$ cat config.mk
export PLATFORM = sky130hd
export DESIGN_NAME = ram_drain_reader
export DESIGN_NICKNAME = d
export VERILOG_FILES = /design/src/rtl/ram_drain_reader_pkg.sv /design/src/rtl/ram_drain_skid_fifo.sv /design/src/rtl/ram_drain_reader.sv
export SDC_FILE = /design/constraint.sdc
export NUM_CORES = 1
export LEC_CHECK = 0
export ABC_AREA = 0
export CAP_MARGIN = 0
export CORE_UTILIZATION = 58
export CTS_CLUSTER_SIZE = 10
export DETAILED_ROUTE_END_ITERATION = 10
export GPL_TIMING_DRIVEN = 1
export PLACE_DENSITY = 0.86
export RECOVER_POWER = 25
export SYNTH_ARGS = -nofsm -noshare
export SYNTH_HDL_FRONTEND = slang
export SYNTH_SLANG_ARGS = --single-unit
$ cat constraint.sdc
create_clock -name clk -period 6.8 [get_ports clk]
set_input_delay 1.36 -clock clk [delete_from_list [all_inputs] [get_ports clk]]
set_output_delay 1.36 -clock clk [all_outputs]
set_load 0.1 [all_outputs]
$ cat src/rtl/ram_drain_reader_pkg.sv
// Shared types and helpers for the RAM drain reader.
// RAM_DRAIN_READER_WRAP_EN selects circular addressing in next_addr.
package ram_drain_reader_pkg;

    typedef enum logic [1:0] {
        IDLE  = 2'd0,
        ISSUE = 2'd1,
        DRAIN = 2'd2,
        FIN   = 2'd3
    } state_e;

    // Width of a counter that must hold 0..fifo_depth (credits, FIFO occupancy).
    function automatic int cred_w(input int fifo_depth);
        return $clog2(fifo_depth + 1);
    endfunction

    function automatic logic [31:0] next_addr(input logic [31:0] addr, input logic [31:0] depth);
`ifdef RAM_DRAIN_READER_WRAP_EN
        return (addr == depth - 32'd1) ? 32'd0 : addr + 32'd1;
`else
        // Legal windows never step past depth-1, so holding there is never observed.
        return (addr >= depth) ? addr : addr + 32'd1;
`endif
    endfunction

endpackage

$ cat src/rtl/ram_drain_skid_fifo.sv
// Register-based first-word-fall-through FIFO; head visible the cycle after push.
// Push and pop together keep occupancy; push while full is accepted only with a pop.
module ram_drain_skid_fifo
    import ram_drain_reader_pkg::*;
#(
    parameter int WIDTH = 33,
    parameter int DEPTH = 3,
    localparam int CNT_W = cred_w(DEPTH),
    localparam int PTR_W = (DEPTH > 1) ? $clog2(DEPTH) : 1
) (
    input  logic             clk,
    input  logic             resetn,
    input  logic             push,
    input  logic [WIDTH-1:0] wdata,
    input  logic             pop,
    output logic [WIDTH-1:0] rdata,
    output logic             full,
    output logic             empty,
    output logic [CNT_W-1:0] count
);

    logic [WIDTH-1:0] mem_q [DEPTH];
    logic [PTR_W-1:0] wr_q;
    logic [PTR_W-1:0] rd_q;
    logic [CNT_W-1:0] cnt_q;
    logic             do_push;
    logic             do_pop;

    function automatic logic [PTR_W-1:0] bump(input logic [PTR_W-1:0] ptr);
        return (ptr == PTR_W'(DEPTH - 1)) ? '0 : ptr + PTR_W'(1);
    endfunction

    assign empty   = (cnt_q == '0);
    assign full    = (cnt_q == CNT_W'(DEPTH));
    assign count   = cnt_q;
    assign rdata   = mem_q[rd_q];
    assign do_pop  = pop && !empty;
    assign do_push = push && (!full || do_pop);

    always_ff @(posedge clk) begin
        if (!resetn) begin
            for (int i = 0; i < DEPTH; i++) begin
                mem_q[i] <= '0;
            end
            wr_q  <= '0;
            rd_q  <= '0;
            cnt_q <= '0;
        end else begin
            if (do_push) begin
                mem_q[wr_q] <= wdata;
                wr_q        <= bump(wr_q);
            end
            if (do_pop) begin
                rd_q <= bump(rd_q);
            end
            cnt_q <= cnt_q + CNT_W'(do_push) - CNT_W'(do_pop);
        end
    end

endmodule

$ cat src/rtl/ram_drain_reader.sv
// Drains a RAM window over port B to a valid/ready stream; first word LATENCY+2 cycles after start.
// Issue is credit-gated so backpressure never loses a RAM return; RAM_DRAIN_READER_WRAP_EN enables wrap.
module ram_drain_reader
    import ram_drain_reader_pkg::*;
#(
    parameter int WIDTH      = 32,
    parameter int ADDR_W     = 8,
    parameter int DEPTH      = 256,
    parameter int LATENCY    = 1,
    parameter int FIFO_DEPTH = LATENCY + 2
) (
    input  logic              clk,
    input  logic              resetn,
    input  logic              start,
    input  logic [ADDR_W-1:0] base_addr,
    input  logic [ADDR_W:0]   num_words,
    output logic              busy,
    output logic              done,
    output logic              err,
    output logic [ADDR_W-1:0] ram_addr,
    output logic              ram_wren,
    output logic [WIDTH-1:0]  ram_data,
    output logic              ram_clken,
    input  logic [WIDTH-1:0]  ram_q,
    output logic [WIDTH-1:0]  out_data,
    output logic              out_valid,
    input  logic              out_ready,
    output logic              out_last
);

    localparam int CRED_W = cred_w(FIFO_DEPTH);
    localparam int CNT_W  = ADDR_W + 1;

    state_e            state_q, state_d;
    logic [ADDR_W-1:0] addr_q, addr_d;
    logic [CNT_W-1:0]  rem_q, rem_d;
    logic              err_q, err_d;
    logic [LATENCY-1:0] vld_q, vld_d;
    logic [LATENCY-1:0] lst_q, lst_d;
    logic [CRED_W-1:0] infl_q, infl_d;

    logic              issue;
    logic              ret;
    logic              credit_ok;
    logic              window_bad;
    logic              fifo_full;
    logic              fifo_empty;
    logic              fifo_pop;
    logic [CRED_W-1:0] fifo_cnt;
    logic [WIDTH:0]    fifo_wdat;
    logic [WIDTH:0]    fifo_rdat;

`ifdef RAM_DRAIN_READER_WRAP_EN
    assign window_bad = (num_words > CNT_W'(DEPTH)) || ({1'b0, base_addr} >= CNT_W'(DEPTH));
`else
    logic [ADDR_W+1:0] win_end;
    assign win_end    = {2'b00, base_addr} + {1'b0, num_words};
    assign window_bad = (win_end > (ADDR_W + 2)'(DEPTH));
`endif

    // Returns already in the pipe plus words parked in the FIFO must always fit the FIFO.
    assign credit_ok = !fifo_full &&
                       (({1'b0, infl_q} + {1'b0, fifo_cnt}) < (CRED_W + 1)'(FIFO_DEPTH));
    assign ret       = vld_q[LATENCY-1];
    assign fifo_pop  = out_valid && out_ready;
    assign fifo_wdat = {lst_q[LATENCY-1], ram_q};

    always_comb begin
        state_d = state_q;
        addr_d  = addr_q;
        rem_d   = rem_q;
        err_d   = err_q;
        issue   = 1'b0;
        case (state_q)
            IDLE: begin
                if (start) begin
                    if (num_words == '0) begin
                        state_d = FIN;
                        err_d   = 1'b0;
                    end else if (window_bad) begin
                        state_d = FIN;
                        err_d   = 1'b1;
                    end else begin
                        addr_d  = base_addr;
                        rem_d   = num_words;
                        state_d = ISSUE;
                    end
                end
            end
            ISSUE: begin
                if (credit_ok) begin
                    issue  = 1'b1;
                    addr_d = ADDR_W'(next_addr(32'(addr_q), 32'(DEPTH)));
                    rem_d  = rem_q - CNT_W'(1);
                    if (rem_q == CNT_W'(1)) begin
                        state_d = DRAIN;
                    end
                end
            end
            DRAIN: begin
                // Leave as the last word is consumed so done follows it by one cycle.
                if (infl_q == '0 &&
                    (fifo_empty || (fifo_cnt == CRED_W'(1) && fifo_pop))) begin
                    state_d = FIN;
                end
            end
            FIN: begin
                state_d = IDLE;
                err_d   = 1'b0;
            end
            default: state_d = IDLE;
        endcase
    end

    always_comb begin
        vld_d    = vld_q;
        lst_d    = lst_q;
        vld_d[0] = issue;
        lst_d[0] = issue && (rem_q == CNT_W'(1));
        for (int i = 1; i < LATENCY; i++) begin
            vld_d[i] = vld_q[i-1];
            lst_d[i] = lst_q[i-1];
        end
        infl_d = infl_q + CRED_W'(issue) - CRED_W'(ret);
    end

    always_ff @(posedge clk) begin
        if (!resetn) begin
            state_q <= IDLE;
            addr_q  <= '0;
            rem_q   <= '0;
            err_q   <= 1'b0;
            vld_q   <= '0;
            lst_q   <= '0;
            infl_q  <= '0;
        end else begin
            state_q <= state_d;
            addr_q  <= addr_d;
            rem_q   <= rem_d;
            err_q   <= err_d;
            vld_q   <= vld_d;
            lst_q   <= lst_d;
            infl_q  <= infl_d;
        end
    end

    ram_drain_skid_fifo #(
        .WIDTH (WIDTH + 1),
        .DEPTH (FIFO_DEPTH)
    ) u_fifo (
        .clk    (clk),
        .resetn (resetn),
        .push   (ret),
        .wdata  (fifo_wdat),
        .pop    (fifo_pop),
        .rdata  (fifo_rdat),
        .full   (fifo_full),
        .empty  (fifo_empty),
        .count  (fifo_cnt)
    );

    assign busy      = (state_q != IDLE);
    assign done      = (state_q == FIN);
    assign err       = err_q;
    assign ram_addr  = addr_q;
    assign ram_wren  = 1'b0;
    assign ram_data  = '0;
    assign ram_clken = 1'b1;
    assign out_valid = !fifo_empty;
    assign out_data  = fifo_rdat[WIDTH-1:0];
    assign out_last  = fifo_rdat[WIDTH] && !fifo_empty;

endmodule

==> results.py, run 1 <==
metrics = {
    "timing": {
        "tightestPinTransition_ns": 1.35,
        "layout_min_cycle_time_ns": 4.97,
        "slew_violations": 0,
        "period_share_pct": 73.1,
        "hold_viol_final": 0,
        "fin_worst_skew_ns": 0.00956,
        "fmax_ghz": 0.201,
        "setup_slack_ns": 1.83,
        "rsz0062_at_grt": "false",
        "setup-violations-final": 0,
        "slew_headroom_pct": 9.87,
        "tns_ns": 0,
    },
    "logic_synthesis": {
        "ys_ff_latch": 164,
        "async_flop_share_pct": 0,
        "synth_adder_area_share_pct": 3.73,
        "synth.most_common_cell": "edfxtp_1",
        "synth_common_cells": "132 x edfxtp_1, 72 x and3_1, 39 x and2_1",
        "synth_compound_area_share_pct": 8.65,
        "synth.top_cells.by_area": "edfxtp_1 49%, mux4_2 9.1%, dfxtp_1 7.9%, and3_1 5.5%, buf_4 3.2%",
        "synth_top_area_cell": "edfxtp_1",
        "synth-xor-area-share_pct": 0.647,
        "synth_top_family_by_area": "simple AND/OR/NAND/NOR gates",
        "syn_area_per_cell_um2": 12.9,
        "synth_edf_count": 132,
        "netlist_instances": 628,
        "yosys.area_share.simple_pct": 13.9,
        "ys.warnings.count": 0,
        "ys.flop_type": "edfxtp_1",
        "yosysSeqAreaShare_pct": 56.7,
        "syn-cell-area_mm2": 0.00813,
        "muxShareOfSynthArea_pct": 9.89,
        "ys_types": 58,
        "synth_top_area_share_pct": 48.8,
    },
    "drt": {
        "vias": 5549,
        "initialDrtViolationCount": 544,
        "antenna_left": 0,
        "avgViaCountPerCell": 6.17,
        "totalWireLength_um": 18400,
        "dr.pass1.iters": 5,
        "wl_per_cell_um": 20.5,
        "remaining_drc_errors": 0,
    },
    "clock_tree": {
        "h-tree-depth": 4,
        "cts_tree": "yes",
        "max-clock-path-buffers": 2,
        "clk_latency_ns": 0.43,
        "cts.sinks": 164,
        "cts_root_buffer": "clkbuf_16",
        "path_clk_slew_ns": 0.07,
        "cts_buffers": 17,
        "cts_setup_buffers": 0,
        "ctsResizeCount": 0,
        "ctsHoldBuffers": 0,
    },
    "min_path": {
        "hold_path_startpoint": "lst_q$_SDFF_PN0_",
        "hp-class": "register to register",
        "hold_end": "u_fifo.mem_q[3][32]$_DFFE_PP_",
        "min_path_cells": 0,
    },
    "global_route": {
        "grt_pass1_vias": 5661,
        "grt_pass1_wl_um": 29200,
        "grt_usage_pct": 26.9,
        "grt_antenna_before_repair": 0,
        "grt_max_degree": 69,
        "overflow": 0,
    },
    "power": {
        "seqPwrFrac_pct": 32.7,
        "internal-power_mw": 2.30,
        "switchingPower_mw": 1.68,
        "clkPwrFrac_pct": 26.1,
        "p_leak_nw": 3.79,
        "max-vdd-ir-drop_uv": 229,
        "combPwrFrac_pct": 41.2,
        "power_density_mw_per_mm2": 410,
        "switching_share_pct": 42.2,
    },
    "final_layout": {
        "drive_above_1_share_pct": 13.0,
        "num_antenna_cells": 0,
        "n_fill_cell": 869,
        "syn_to_final_growth_pct": 19.6,
        "nets": 787,
        "final_cell_area_mm2": 0.00972,
    },
    "placement": {
        "place.gp.congestion": 0.945,
        "dp_hpwl_um": 11500,
        "dp_slack_ns": 1.80,
        "postPlaceCellArea_mm2": 0.00908,
        "portBuffers": 97,
    },
    "worst_setup_path": {
        "crit_fanout": 68,
        "r2r_start": "u_fifo.count[0]$_SDFF_PN0_",
        "ff2ff_setup_slack_ns": 2.86,
        "cp-start-kind": "primary input",
        "r2r_end": "u_fifo.mem_q[2][0]$_SDFFCE_PN0P_",
        "cp.arrival_ns": 5.26,
        "path_class": "primary input to register",
        "required_ns": 7.09,
        "r2r_cells": 7,
        "cp-end-kind": "register",
    },
    "floorplanning": {
        "rows": 42,
        "chipHeight_um": 120,
        "die-area_mm2": 0.0145,
        "coreArea_mm2": 0.0135,
        "ioPinCount": 132,
        "start_util_pct": 60.4,
        "die_w_um": 120,
    },
    "status": {
        "status": "complete, no violations",
    },
    "run": {
        "cap_violations": 0,
    },
}
through the flow:
step / power [mW] / cells / utilization [%] / hold WS (ns)
2_1_floorplan: 2.61 / 660 / - / 0.427
3_3_place_gp: 2.91 / 868 / 67.5 / 0.437
3_5_place_dp: 2.95 / 868 / 67.5 / 0.458
4_1_cts: 3.99 / 900 / 72.2 / 0.483
5_1_grt: 4.13 / 900 / 72.2 / 0.506
6_report: 3.98 / 900 / 72.2 / 0.481
flip-flops by register name, summed over array words and instances (netlist names), named ones only:
name	flops
u_fifo.mem_q	132
rem_q	9
ram_addr	8
infl_q	2
state_q	2
u_fifo.count	2
u_fifo.rd_q	2
u_fifo.wr_q	2
err	1
lst_q	1
ret	1
power groups by stage:
stage / logic (mW) / registers, mW / clock network (mW)
floorplan: 1.21 / 1.40 / 0
global placement: 1.59 / 1.31 / 0
detailed placement: 1.63 / 1.32 / 0
CTS: 1.64 / 1.30 / 1.05
global route: 1.72 / 1.32 / 1.08
finish: 1.64 / 1.30 / 1.04
metal layers:
| metal | vias up | global-route usage, % | routed length (um) |
|---|---|---|---|
| met2 | 295 | 46.8 | 9600 |
| met4 | 0 | 12.7 | 585 |
| met5 | - | 0 | 0 |
| met3 | 55 | 6.04 | 1200 |
| met1 | 2738 | 31.6 | 7030 |
| li1 | 2461 | - | - |
worst max-delay path, cell delays in order:
cell,delay [ns]
dlygate4sd3_1,0.55
nor2_1,0.06
a21boi_0,0.66
and2_2,0.96
nand2_1,0.29
nor2_2,1.08
and2_1,0.28
cell families (layout without fill, tap and decap cells):
kind of cell             after synthesis  after routing
XOR/XNOR                               6              6
AO/OA/AOI/OAI                         94             94
multiplexers                          39             39
AND/OR/NAND/NOR                      205            205
adder cells (fa/ha/maj)               23             23
other                                  2             34
buffers and inverters                 95            159
flip-flops                           164            164
worst max-delay path by stage:
stage          cells past startpoint                           endpoint  startpoint
2_1_floorplan                      5   u_fifo.mem_q[2][0]$_SDFFCE_PN0P_   out_ready
6_report                           7   u_fifo.mem_q[2][0]$_SDFFCE_PN0P_   out_ready
3_3_place_gp                       7  u_fifo.mem_q[2][28]$_SDFFCE_PN0P_   out_ready
4_1_cts                            3                        out_data[1]    register
3_5_place_dp                       7  u_fifo.mem_q[2][30]$_SDFFCE_PN0P_   out_ready
5_1_grt                            7   u_fifo.mem_q[2][0]$_SDFFCE_PN0P_   out_ready
final cells by class:
type	instances	area, um^2	area share [%]
flip-flops and latches	164	4610	47.4
multi-input cells	401	3140	32.3
repair buffers	104	1020	10.5
clock buffers	18	429	4.42
well taps	176	220	2.27
clock inverters	14	209	2.15
inverters	23	86.3	0.888
cells in the final DEF, fill, tap and decap left out, types with 23 or more instances in the layout:
master and n:
and2_1 38, and3_1 71, clkdlybuf4s50_1 59, conb_1 34, dfxtp_1 31, dlygate4sd3_1 38
edfxtp_1 132, inv_1 23, mux4_2 33, nor2_1 32
Power figures use the tool's default switching activity.
==> run 2: changes to the inputs <==
CORE_UTILIZATION = 49   (was 58)
PLACE_DENSITY = 0.77   (was 0.86)
clock period = 4.5 ns   (was 6.8 ns; I/O delays follow)
==> results.py, run 2 (synthesis results as in run 1) <==
metrics = {
    "global_route": {
        "grt_antenna_before_repair": 2,
        "grt_usage_pct": 22.2,
        "grt_max_degree": 57,
        "grt_pass1_wl_um": 28200,
        "overflow": 0,
        "grt_pass1_vias": 5496,
    },
    "floorplanning": {
        "die_w_um": 131,
        "chipHeight_um": 131,
        "ioPinCount": 132,
        "rows": 46,
        "coreArea_mm2": 0.0161,
        "die-area_mm2": 0.0171,
        "start_util_pct": 50.6,
    },
    "worst_setup_path": {
        "cpPeakStageDelay_ns": 0.99,
        "r2r_cells": 9,
        "ff2ff_setup_slack_ns": 1.63,
        "path_class": "register to primary output",
        "crit_fanout": 20,
        "cp.arrival_ns": 2.83,
        "cp-endpoint": "out_data[12]",
        "crit_chain": "mux4_2 > clkdlybuf4s50_1",
        "r2r_start": "u_fifo.count[0]$_SDFF_PN0_",
        "slowest_stage": "clkdlybuf4s50_1",
        "r2r_end": "u_fifo.mem_q[2][3]$_SDFFCE_PN0P_",
        "cp-end-kind": "primary output",
        "cp-start-kind": "register",
        "required_ns": 3.60,
    },
    "final_layout": {
        "final_cell_mix": "132 x edfxtp_1, 71 x and3_1, 49 x clkdlybuf4s50_1",
        "final_cell_area_mm2": 0.00977,
        "drive_above_1_share_pct": 15.9,
        "largest_reg_flops": 132,
        "n_fill_cell": 1218,
        "regMostFlops": "u_fifo.mem_q",
        "nets": 797,
        "final_common_cell": "edfxtp_1",
        "fin_util_pct": 60.9,
        "syn_to_final_growth_pct": 20.3,
    },
    "drt": {
        "remaining_drc_errors": 0,
        "antenna_left": 0,
        "wl_per_cell_um": 19.1,
        "initialDrtViolationCount": 395,
        "dr.pass1.iters": 5,
        "vias": 5407,
        "avgViaCountPerCell": 5.68,
        "totalWireLength_um": 18200,
    },
    "power": {
        "power_density_mw_per_mm2": 606,
        "p_leak_nw": 3.82,
        "max-vdd-ir-drop_uv": 619,
    },
    "run": {
        "cap_violations": 0,
    },
    "min_path": {
        "hp-class": "register to register",
        "hold_path_startpoint": "rem_q[8]$_SDFFE_PN0P_",
    },
    "clock_tree": {
        "cts_tree": "yes",
        "cts_buffers": 17,
        "h-tree-depth": 4,
        "cts.sinks": 164,
        "ctsHoldBuffers": 0,
        "path_clk_slew_ns": 0.06,
        "clk_latency_ns": 0.43,
        "max-clock-path-buffers": 2,
        "cts_setup_buffers": 0,
        "ctsResizeCount": 0,
        "cts_root_buffer": "clkbuf_16",
    },
    "placement": {
        "dp_slack_ns": 0.448,
        "dp_hpwl_um": 11500,
        "postPlaceCellArea_mm2": 0.00918,
        "place.gp.congestion": 0.890,
        "portBuffers": 97,
    },
    "timing": {
        "slew_violations": 0,
        "tightestPinTransition_ns": 1.00,
        "layout_min_cycle_time_ns": 3.73,
        "setup_slack_ns": 0.768,
        "whs_ns": 0.475,
        "period_share_pct": 82.9,
        "rsz0062_at_grt": "false",
        "setup-violations-final": 0,
        "hold_viol_final": 0,
        "fmax_ghz": 0.268,
        "fin_worst_skew_ns": 0.0122,
        "tns_ns": 0,
        "slew_headroom_pct": 32.8,
    },
    "status": {
        "status": "complete, no violations",
    },
}
run 2: cell count changes in the layout (fill, tap and decap cells not counted), sizes merged:
cell,change
bufinv,-2
clkinv,-1
diode,+2
inv,+4
clkdlybuf4s50,-10
clkbuf,+4
dlygate4sd3,-4
buf,+20
clkinvlp,-1
run 2: how the worst min path moves through the flow:
stage / endpoint / slack, ns / cells after the start
2_1_floorplan: u_fifo.mem_q[3][32]$_DFFE_PP_ / 0.43 / 0
3_3_place_gp: u_fifo.mem_q[3][32]$_DFFE_PP_ / 0.45 / 0
3_5_place_dp: rem_q[8]$_SDFFE_PN0P_ / 0.46 / 2
4_1_cts: rem_q[8]$_SDFFE_PN0P_ / 0.48 / 2
5_1_grt: rem_q[8]$_SDFFE_PN0P_ / 0.51 / 2
6_report: rem_q[8]$_SDFFE_PN0P_ / 0.48 / 2
run 2: report_power, final:
group,total (mW),switching [mW],internal (mW)
combinational,2.47,1.79,0.677
clock,1.49,0.609,0.881
sequential,1.97,0.146,1.82
total,5.92,2.54,3.38
run 2: layer usage:
layer / track usage (%) / wire length [um]
met5: 0 / 10
met4: 8.38 / 374
met3: 4.68 / 1110
met2: 39.3 / 9270
met1: 26.6 / 7420
run 2: critical path, delay by kind of cell (launching register included):
family	cells	cell delay [ns]
buffers and inverters	1	0.99
muxes	1	0.61
DFF	1	0.80
run 2: area by class of cell:
class	instances	area, um^2	share of cell area [%]
inverters	23	86.3	0.883
clock buffers	18	429	4.39
repair buffers	114	1060	10.9
well taps	216	270	2.76
clock inverters	14	175	1.79
diodes	2	5.00	0.0512
multi-input cells	401	3140	32.1
flip-flops and latches	164	4610	47.1
run 2: stage by stage:
stage	instances	power, mW
final	952	5.92
after global routing	951	6.16
after CTS	950	5.95
after detailed placement	918	4.46
after global placement	918	4.41
after floorplan	660	3.94
==> run 3: changes to the inputs <==
clock period = 3.29 ns   (was 4.5 ns; I/O delays follow)
==> results.py, run 3 (synthesis results as in run 1) <==
metrics = {
    "placement": {
        "place.gp.congestion": 0.854,
        "dp_hpwl_um": 12100,
        "postPlaceCellArea_mm2": 0.00939,
        "dpl.cell_count": 952,
        "portBuffers": 97,
    },
    "power": {
        "max-vdd-ir-drop_uv": 774,
        "power_density_mw_per_mm2": 816,
        "total_power_mw": 8.13,
        "p_leak_nw": 4.03,
    },
    "final_layout": {
        "regMostFlops": "u_fifo.mem_q",
        "drive_above_1_share_pct": 23.5,
        "syn_to_final_growth_pct": 22.7,
        "final_cell_count_no_fill": 987,
        "final_cell_area_mm2": 0.00997,
        "largest_reg_flops": 132,
        "nets": 834,
        "num_antenna_cells": 0,
        "final_cell_mix": "132 x edfxtp_1, 83 x buf_4, 71 x and3_1",
        "final_common_cell": "edfxtp_1",
    },
    "worst_setup_path": {
        "crit_chain": "clkdlybuf4s50_1 > ha_1 > nand2_1 > o31a_1 > or3_1 > a22oi_1 > a211o_2 > a41oi_2 > buf_6 > or4_1 > o211ai_1",
        "crit_fanout": 5,
        "cp-end-kind": "register",
        "cp.arrival_ns": 3.47,
        "cpPeakStageDelay_ns": 0.47,
        "slowest_stage": "or4_1",
        "required_ns": 3.63,
        "ff2ff_setup_slack_ns": 0.45,
        "cp-start-kind": "primary input",
        "path_class": "primary input to register",
    },
    "timing": {
        "tns_ns": 0,
        "slew_headroom_pct": 20.4,
        "setup-violations-final": 0,
        "fin_worst_skew_ns": 0.0102,
        "layout_min_cycle_time_ns": 3.13,
        "hold_viol_final": 0,
        "fmax_ghz": 0.320,
        "whs_ns": 0.471,
        "rsz0062_at_grt": "false",
        "period_share_pct": 95.0,
        "tightestPinTransition_ns": 1.20,
        "slew_violations": 0,
    },
    "floorplanning": {
        "rows": 46,
        "start_util_pct": 50.6,
        "die_w_um": 131,
        "ioPinCount": 132,
        "chipHeight_um": 131,
        "die-area_mm2": 0.0171,
        "coreArea_mm2": 0.0161,
    },
    "global_route": {
        "grt_antenna_before_repair": 0,
        "grt_pass1_wl_um": 28600,
        "grt_max_degree": 41,
        "grt_usage_pct": 22.4,
        "grt_pass1_vias": 5420,
        "overflow": 0,
    },
    "drt": {
        "avgViaCountPerCell": 5.55,
        "initialDrtViolationCount": 484,
        "totalWireLength_um": 18300,
        "vias": 5480,
        "remaining_drc_errors": 0,
        "antenna_left": 0,
        "dr.pass1.iters": 5,
        "wl_per_cell_um": 18.5,
    },
    "clock_tree": {
        "h-tree-depth": 4,
        "max-clock-path-buffers": 2,
        "cts_root_buffer": "clkbuf_16",
        "cts.sinks": 164,
        "cts_tree": "yes",
        "cts_buffers": 17,
        "path_clk_slew_ns": 0.06,
        "clk_latency_ns": 0.43,
    },
    "status": {
        "status": "complete, no violations",
    },
    "run": {
        "cap_violations": 0,
    },
    "min_path": {
        "hp-class": "register to register",
    },
}
run 3: cell count changes in the layout (fill, tap and decap cells not counted), moves of 2 or more:
cell,before,now
clkbuf_1,4,11
clkinvlp_4,2,6
clkdlybuf4s50_1,49,16
buf_4,26,83
dlymetal6s2s_1,0,2
and2_0,10,0
clkinv_2,3,1
inv_6,4,1
and2_1,29,38
diode_2,2,0
run 3: per-layer routing:
| layer | share of wire [%] | vias up | track usage (%) | wire length [um] |
|---|---|---|---|---|
| li1 | - | 2558 | - | - |
| met1 | 42 | 2707 | 28.2 | 7630 |
| met2 | 51 | 189 | 38.9 | 9400 |
| met3 | 5.3 | 26 | 4.72 | 978 |
| met4 | 1.6 | 0 | 6.90 | 291 |
| met5 | 0 | - | 0 | 0 |
run 3: what timing repair did:
item                                    in CTS  in global routing
gates resized for setup                      0                  5
setup buffers                                0                  3
endpoints found under the setup margin       0                  7
hold buffers                                 0                  0
run 3: power breakdown:
part	switching, mW	internal, mW	leakage [nW]
Clock	0.827	1.20	0.277
Combinational	2.49	0.955	2.17
Sequential	0.174	2.49	1.59
run 3: cell type report:
type                            count  area (um^2)
Clock buffer                       17          425
Clock inverter                     15          181
Fill cell                        1192         6090
Inverter                           23         86.3
Multi-Input combinational cell    401         3150
Sequential cell                   164         4610
Tap cell                          216          270
Timing Repair Buffer              151         1250
run 3: worst paths after layout:
path	startpoint	to	depth (start not counted)
setup reg to reg	infl_q[0]$_SDFF_PN0_	infl_q[1]$_SDFF_PN0_	13
setup / recovery	num_words[4]	rem_q[0]$_SDFFE_PN0P_	11
hold / removal	lst_q$_SDFF_PN0_	u_fifo.mem_q[3][32]$_DFFE_PP_	0
hold reg to reg	lst_q$_SDFF_PN0_	u_fifo.mem_q[3][32]$_DFFE_PP_	0
run 3: worst max-delay path, delay by kind of cell:
family,cells,cell delay (ns)
and+or+nand+nor,3,0.91
adders and majority gates,1,0.37
AOI/OAI and AO/OA,5,0.92
buffers and inverters,2,0.60
run 3: through the flow:
stage / util [%] / setup WS [ns]
6_report: 62.1 / 0.163
5_1_grt: 62.1 / 0.00882
4_1_cts: 62.2 / 0.134
3_5_place_dp: 58.4 / -0.307
3_3_place_gp: 58.4 / -0.252
2_1_floorplan: - / 0.361
